**config.mk**
```make
export PLATFORM = sky130hd
export DESIGN_NAME = data_mem_responder_flat
export DESIGN_NICKNAME = d
export VERILOG_FILES = /design/src/rtl/mem_map_pkg.sv /design/src/rtl/data_mem_responder_if.sv /design/src/rtl/dmem_ram.sv /design/src/rtl/data_mem_responder.sv /design/src/flat_wrapper.sv
export SDC_FILE = /design/constraint.sdc
export NUM_CORES = 2
export LEC_CHECK = 0
export BUFFER_PORTS_ARGS = -buffer_cell sky130_fd_sc_hd__buf_2
export CELL_PAD_IN_SITES_DETAIL_PLACEMENT = 0
export CELL_PAD_IN_SITES_GLOBAL_PLACEMENT = 1
export CORE_UTILIZATION = 56
export CTS_BUF_LIST = sky130_fd_sc_hd__clkbuf_8 sky130_fd_sc_hd__clkbuf_16
export DETAILED_ROUTE_END_ITERATION = 16
export GPL_TIMING_DRIVEN = 0
export PLACE_DENSITY_LB_ADDON = 0.2
export SLEW_MARGIN = 20
export SYNTH_ARGS = -nofsm -noshare
export SYNTH_HDL_FRONTEND = slang
export SYNTH_HIERARCHICAL = 1
export SYNTH_SLANG_ARGS = --single-unit
export TNS_END_PERCENT = 100
```
**constraint.sdc**
```tcl
create_clock -name clk -period 3.7 [get_ports clk]
set_clock_uncertainty 0.2 [all_clocks]
set_input_delay 0.37 -clock clk [delete_from_list [all_inputs] [get_ports clk]]
set_output_delay 0.37 -clock clk [all_outputs]
set_load 0.03 [all_outputs]
```
**src/rtl/mem_map_pkg.sv**
```systemverilog
// Shared definitions for the data-memory responder.
// Holds the I/O window register offsets, the STATUS bit layout and the
// region-select encoding produced by the address decoder.
package mem_map_pkg;

    // Word offsets of the I/O registers relative to IO_BASE.
    localparam int unsigned IO_OUT_OFS = 0;
    localparam int unsigned CYCLE_OFS  = 1;
    localparam int unsigned STATUS_OFS = 2;

    // STATUS register bit holding the sticky address-error flag.
    localparam int unsigned ERR_BIT = 0;

    typedef enum logic [2:0] {
        RegionRam,
        RegionIoOut,
        RegionCycle,
        RegionStatus,
        RegionUnmapped
    } region_e;

endpackage

```
**src/rtl/data_mem_responder_if.sv**
```systemverilog
// CPU data-memory bus.
//   addr  : word address from the CPU
//   wdata : write data from the CPU
//   we    : write enable (low = read)
//   rdata : registered read data back to the CPU
// master = CPU side, slave = memory responder side.
interface data_mem_responder_if;
    logic [15:0] addr;
    logic [15:0] wdata;
    logic        we;
    logic [15:0] rdata;

    modport master (output addr, output wdata, output we, input rdata);
    modport slave  (input addr, input wdata, input we, output rdata);
endinterface

```
**src/rtl/dmem_ram.sv**
```systemverilog
// Single-port synchronous word RAM, write-first, one-cycle read latency.
//   clk   : clock
//   we    : write enable
//   addr  : word address
//   wdata : write data
//   rdata : read data, registered; returns wdata on a write cycle
// Contents are not reset.
module dmem_ram #(
    parameter int unsigned ADDR_BITS = 8
) (
    input  logic                 clk,
    input  logic                 we,
    input  logic [ADDR_BITS-1:0] addr,
    input  logic [15:0]          wdata,
    output logic [15:0]          rdata
);

    logic [15:0] mem [0:(2**ADDR_BITS)-1];
    logic [15:0] rdata_d, rdata_q;

    always_comb begin
        rdata_d = we ? wdata : mem[addr];
    end

    always_ff @(posedge clk) begin
        if (we) begin
            mem[addr] <= wdata;
        end
        rdata_q <= rdata_d;
    end

    assign rdata = rdata_q;

endmodule

```
**src/rtl/data_mem_responder.sv**
```systemverilog
// Responder end of the CPU data-memory interface: word RAM plus a small
// memory-mapped I/O window (output port, cycle counter, sticky error status).
//   clk      : clock, all state updates on the rising edge
//   rst      : synchronous active-high reset
//   bus      : CPU bus (addr, wdata, we in; rdata out, 1-cycle latency)
//   io_out   : memory-mapped output port register
//   addr_err : sticky flag, set by any access to an unmapped address
module data_mem_responder
    import mem_map_pkg::*;
#(
    parameter int unsigned ADDR_BITS = 8,
    parameter logic [15:0] IO_BASE   = 16'hFF00
) (
    input  logic                 clk,
    input  logic                 rst,
    data_mem_responder_if.slave  bus,
    output logic [15:0]          io_out,
    output logic                 addr_err
);

    localparam logic [16:0] RamWords = 17'(2 ** ADDR_BITS);

    region_e     region;
    region_e     region_d, region_q;
    logic        wr;
    logic        ram_we;
    logic [15:0] ram_rdata;
    logic [15:0] io_out_d, io_out_q;
    logic [15:0] cycle_d, cycle_q;
    logic        err_d, err_q;
    logic [15:0] io_rdata_d, io_rdata_q;

    always_comb begin
        region = RegionUnmapped;
        if ({1'b0, bus.addr} < RamWords) begin
            region = RegionRam;
        end else if (bus.addr == IO_BASE + 16'(IO_OUT_OFS)) begin
            region = RegionIoOut;
        end else if (bus.addr == IO_BASE + 16'(CYCLE_OFS)) begin
            region = RegionCycle;
        end else if (bus.addr == IO_BASE + 16'(STATUS_OFS)) begin
            region = RegionStatus;
        end
    end

    // Writes presented during reset are dropped everywhere, RAM included.
    assign wr     = bus.we & ~rst;
    assign ram_we = wr & (region == RegionRam);

    dmem_ram #(
        .ADDR_BITS (ADDR_BITS)
    ) u_ram (
        .clk   (clk),
        .we    (ram_we),
        .addr  (bus.addr[ADDR_BITS-1:0]),
        .wdata (bus.wdata),
        .rdata (ram_rdata)
    );

    always_comb begin
        region_d = region;

        io_out_d = io_out_q;
        if (wr && region == RegionIoOut) begin
            io_out_d = bus.wdata;
        end

        cycle_d = cycle_q + 16'd1;
        if (wr && region == RegionCycle) begin
            cycle_d = 16'd0;
        end

        // Set has priority over clear.
        err_d = err_q;
        if (wr && region == RegionStatus && bus.wdata[ERR_BIT]) begin
            err_d = 1'b0;
        end
        if (region == RegionUnmapped) begin
            err_d = 1'b1;
        end

        // IO read data: write-first for IO_OUT and STATUS, pre-increment for CYCLE.
        io_rdata_d = 16'd0;
        case (region)
            RegionIoOut:  io_rdata_d = io_out_d;
            RegionCycle:  io_rdata_d = (wr) ? 16'd0 : cycle_q;
            RegionStatus: io_rdata_d = {15'd0, err_d};
            default:      io_rdata_d = 16'd0;
        endcase
    end

    always_ff @(posedge clk) begin
        if (rst) begin
            region_q   <= RegionUnmapped;
            io_out_q   <= 16'd0;
            cycle_q    <= 16'd0;
            err_q      <= 1'b0;
            io_rdata_q <= 16'd0;
        end else begin
            region_q   <= region_d;
            io_out_q   <= io_out_d;
            cycle_q    <= cycle_d;
            err_q      <= err_d;
            io_rdata_q <= io_rdata_d;
        end
    end

    // Reset parks region_q on Unmapped so the discarded read returns 0.
    always_comb begin
        bus.rdata = (region_q == RegionRam) ? ram_rdata : io_rdata_q;
    end

    assign io_out   = io_out_q;
    assign addr_err = err_q;

endmodule

```
**src/flat_wrapper.sv**
```systemverilog
// flat-port wrapper written by rule: the top's interface ports become plain ports
module data_mem_responder_flat import mem_map_pkg::*;
#(
    parameter int unsigned ADDR_BITS = 8,
    parameter logic [15:0] IO_BASE   = 16'hFF00
)
  (clk, rst, io_out, addr_err, bus_addr, bus_wdata, bus_we, bus_rdata);
  data_mem_responder_if bus_i ();
  input  logic clk;
  input  logic rst;
  output logic [15:0] io_out;
  output logic addr_err;
  input wire logic [$bits(bus_i.addr)-1:0] bus_addr;
  input wire logic [$bits(bus_i.wdata)-1:0] bus_wdata;
  input wire logic [$bits(bus_i.we)-1:0] bus_we;
  output wire logic [$bits(bus_i.rdata)-1:0] bus_rdata;
  assign bus_i.addr = bus_addr;
  assign bus_i.wdata = bus_wdata;
  assign bus_i.we = bus_we;
  assign bus_rdata = bus_i.rdata;
  data_mem_responder #(.ADDR_BITS(ADDR_BITS), .IO_BASE(IO_BASE)) u_core (.clk(clk), .rst(rst), .bus(bus_i), .io_out(io_out), .addr_err(addr_err));
endmodule
```
* After elaboration in Yosys (flattened, before gate mapping)
Memory sizes are Yosys's and may differ from the RTL's. A register that Yosys moved wholly into a read port is not among the register bits.
Cells that the tools add are included.
** Word-level totals
- Register bits after elaboration :: 52
- Bits in writable memories :: 4096
- Bits of input ports :: 35
- Output and inout port bits :: 33
- Word-level logic and storage cells :: 37
- Memories :: 1
** Operators by class
- Add/subtract/negate cells :: 1
- Magnitude comparators :: 1
- Equal/unequal tests :: 7
- Mux-type cells :: 12
- Bitwise gates (word level) :: 3
- Reduce and logical (&&, ||, !) cells :: 7
** Memory list
- u_core.u_ram.mem :: depth 256, width 16, rd ports 1, clocked after memory_dff 1, write ports 1, RTL line dmem_ram.sv:18 : logic [15:0] mem [0:(2**ADDR_BITS)-1];
** Operators by type and width (count)
- $eq 16x16->1 const B :: 3
- $mux 16 :: 3
- $pmux 16 s3 :: 1
- $add 16x1->16 const B :: 1
- $lt 16x9->1 const B :: 1
- $mux 3 :: 4
- $eq 3x2->1 const B :: 2
- $logic_not 3->1 :: 2
- $logic_and 1x1->1 :: 4
- $mux 1 :: 4
- $eq 3x1->1 const B :: 1
- $eq 3x3->1 const B :: 1
- $and 1x1->1 :: 2
- $reduce_or 2->1 :: 1
- $not 1->1 :: 1

* Longest topological paths before layout
- Depth in word-level cells :: 11
- Mapped depth :: 13
- Gate-level depth less buffers :: 7

* Cells and area by module
The synthesis kept the hierarchy.
** Modules (own cells, without submodules)
- dmem_ram :: instances 1, cells each 7352, area an instance 158554.6 µm², seq. area each 123158.1 µm²
- data_mem_responder :: instances 1, cells each 294, area an instance 2645.0 µm², seq. area each 1041.0 µm²

* Worst setup path before layout
No wires, ideal clock.
- Kind :: register to output
- From :: reg with a tool-made name
- To :: out bus_rdata[4]
- Arrival time :: 2653 ps
- Required time :: 3130 ps
- Slack :: 477 ps
- Cell stages (with the launch flop) :: 10
- Buffers on the path :: 3
- Path through :: dfxtp_1 buf_6 buf_6 buf_2 mux4_2 mux4_2 a22o_1 o32ai_2 nor4_2 mux2_2
** RTL lines
- end, declared :: RTL line flat_wrapper.sv:16 : output wire logic [$bits(bus_i.rdata)-1:0] bus_rdata;

==> qor.yml <==
finalNetCount: 8575
async_flop_share: 0
clkTransAtPathRegs_ns: 0.07
critical_path_arrival_ns: 4.79
die_area_um2: 290000
clockPowerShare: 0.419
clock_sinks: 4156
cts_tree: "done"
slew_violations: 0
ant_nets: 0
power_density_nw_per_um2: 523
ir_drop_mv: 0.457
dp_cells: 11700
die_w_um: 539
wl_per_cell_um: 40.2
worst-setup-path-type: "register to primary output"
fin_util: 0.670
ys_seq_area_frac: 0.770
synthTopCellsByArea: "edfxtp_1 (76%), mux4_2 (11%), mux2i_1 (3.5%)"
seq_power_share: 0.517
yosysUniqueCellTypes: 64
finalSetupViolCount: 25
final.min_clock_period_ns: 5.36
p_leak_nw: 61.4
firstDrtPassIters: 7
worst_setup_path_start_kind: "register"
synthFlopType: "edfxtp_1"
pre_cts_ws_ns: -2.64
gp_congestion: 0.996
p_comb_frac: 0.065
tightest_slew_ns: 1.17
cts_made_buffers: 414
synth_edf_count: 4096
period_share: 1.45
clock_latency_ns: 0.95
maxCapViolations: 0
slew_headroom: 0.220
ios: 68
yosys_register_bits: 4156
rsz0062_at_grt: "true"
required_ns: 3.13
vias: 88900
start_util: 0.564
cp_slowest_cell: "or4b_4"
stdcell_count: 12700
cp_max_fo: 10
die_y_um: 539
swShare: 0.223
grt_first_pass_wirelength_um: 688000
syn_avg_cell_area_um2: 21.1
fmax_mhz: 186
io_buffers: 67
worst_setup_path_end_kind: "primary output"
netSwitchingPower_w: 0.0224
grt_overflow_total: 0
violations: "setup timing"
worstPathCellList: "buf_12, buf_4, buf_12, buf_16, buf_4, mux4_2, nor2_1, a22oi_1, nand4_1, or4b_4, nor4_4, mux2_4, buf_6"
vias_per_cell: 7.02
grt_max_degree: 129
ys_warn_count: 6
rows: 196
placed_cell_area_um2: 171000
cts-root-buf: "clkbuf_16"
status: "finished with violations"
wirelength_um: 509000
cts_buffer_depth: 4
grt_pass1_vias: 84200
antenna_found_initial: 23
hold_class: "primary input to register"
fin_ws_ns: -1.66
htree_levels: 5
area_growth_pct: 18.8
synth_area_um2: 161000
remaining_drc_errors: 0
n_fill_cell: 17800
drtIter0Drc: 14700
grt.total_usage: 0.348
cellInternalPower_w: 0.0777
yosys.area.top_type: "edfxtp_1"
hold_viol_final: 0
drive_gt1_frac: 0.337
critical_path.max_stage_delay_ns: 0.76
core_um2: 286000
fin_area_um2: 191000
dp_hpwl_um: 344000
synth_nets: 7682
synthCells: 7646
synth_top_area_frac: 0.763
cell usage in the layout, fill, tap and decap left out, types with 20 or more instances in the layout:
cell / instances
a21oi_1: 152
mux2i_1: 563
o22ai_1: 113
buf_4: 163
edfxtp_1: 4096
bufinv_16: 44
mux2_2: 100
nand4_1: 30
o221ai_1: 166
o22ai_2: 32
o221ai_2: 77
dfxtp_1: 57
inv_1: 84
clkbuf_16: 422
nor2_4: 83
nor3_1: 49
diode_2: 23
nand3_1: 81
clkbuf_4: 67
buf_12: 75
buf_8: 119
clkinv_1: 81
a21oi_2: 30
a22oi_2: 23
a22oi_1: 20
buf_16: 70
nor2_2: 179
buf_2: 73
dlygate4sd3_1: 34
nor3_2: 22
o21ai_0: 46
nor2_1: 62
clkinv_2: 81
nand2_1: 40
buf_6: 196
mux4_2: 797
clkbuf_1: 62
nor3_4: 28
clkbuf_2: 72
cell type report:
| class | instances | area [um2] | area share |
|---|---|---|---|
| Antenna cell | 23 | 57.6 | 0.000301 |
| Buffer | 468 | 4680 | 0.0244 |
| Clock buffer | 426 | 10600 | 0.0553 |
| Multi-Input combinational cell | 3011 | 38200 | 0.199 |
| Sequential cell | 4156 | 124000 | 0.649 |
| Tap cell | 3762 | 4710 | 0.0246 |
| Clock inverter | 337 | 3000 | 0.0157 |
| Inverter | 6 | 28.8 | 0.000150 |
| Timing Repair Buffer | 482 | 6030 | 0.0315 |
metal layers:
metal,global-route usage,part of all wire,vias to the layer above
met2,0.503,0.44,6531
met5,0,0.00097,-
met3,0.117,0.15,1081
met4,0.154,0.050,18
li1,-,-,34200
met1,0.486,0.36,47000
flip-flops by register name, summed over array words and instances, names as in the netlist, named ones only:
signal             flops
u_core/io_rdata_q     16
u_core/cycle_q        16
u_core/addr_err        1
u_core/u_ram/mem    4096
u_core/region_q        3
u_core/io_out         16
power groups by stage:
stage / sequential (W) / combinational, W / clock [W]
global placement: 0.0529 / 0.00517 / 0
finish: 0.0517 / 0.00646 / 0.0419
CTS: 0.0517 / 0.00604 / 0.0421
detailed placement: 0.0527 / 0.00550 / 0
global route: 0.0517 / 0.00650 / 0.0440
floorplan: 0.0527 / 0.00250 / 0
cell usage after synthesis, types with 18 or more instances:
master    count
a22o_1       32
o31ai_1      18
a21oi_1     193
nand2_1      46
dfxtp_1      60
clkbuf_1    236
mux4_2      797
o32ai_1      20
mux2i_1     566
nor4_1       22
buf_6        82
nor2_1      324
a211oi_1     18
o221ai_1    252
nand4_1      30
a22oi_1      43
edfxtp_1   4096
nand3_1      91
buf_4        28
buf_2        84
buf_1        27
mux2_2      119
o22ai_1     148
o21ai_0      55
nor3_1       97
a221oi_1     28
critical path: cells and delay by family (launching register included):
kind,cells,cell delay [ns]
AOI/OAI and AO/OA,1,0.18
buffers and inverters,6,0.91
DFF,1,0.36
muxes,2,0.60
and+or+nand+nor,4,1.73
per-stage QoR:
step	total power [W]	hold slack [ns]	TNS, ns
finish	0.100	0.0494	-25.87
global route	0.102	0.0759	-24.75
CTS	0.0999	0.00106	-1187.57
detailed placement	0.0582	0.290	-3892.95
global placement	0.0581	0.285	-
floorplan	0.0552	0.198	0
cell families (layout without fill, tap and decap cells):
| family | count (synthesis) | after routing | synth area share |
|---|---|---|---|
| xor+xnor | 14 | 14 | 0.000761 |
| flops | 4156 | 4156 | 0.770 |
| compound gates | 842 | 842 | 0.0369 |
| buf+inv | 479 | 1719 | 0.0175 |
| fa+ha+maj | 1 | 1 | 0.0000776 |
| mux | 1482 | 1482 | 0.155 |
| other cells | 0 | 23 | 0 |
| simple gates | 672 | 672 | 0.0194 |
repair_timing:
item | 4_1_cts | 5_1_grt
buffers inserted | 17 | 106
gates cloned | 0 | 2
hold endpoints to repair | 1855 | 0
endpoints found under the setup margin | 2174 | 3654
resized for setup | 866 | 339
hold buffers | 34 | 0
pin swaps | 64 | 90
path summary, 6_finish.rpt:
path                     startpoint                  to  slack [ns]  cells after the start
hold / removal          bus_addr[9]    u_core/io_out[0]        0.05                      5
setup / recovery           register        bus_rdata[4]       -1.66                     13
setup reg to reg  u_core/cycle_q[0]  u_core/cycle_q[12]        1.86                      5
hold reg to reg   u_core/io_out[13]   u_core/io_out[13]        0.30                      2
(Power assumes the default switching activity.)
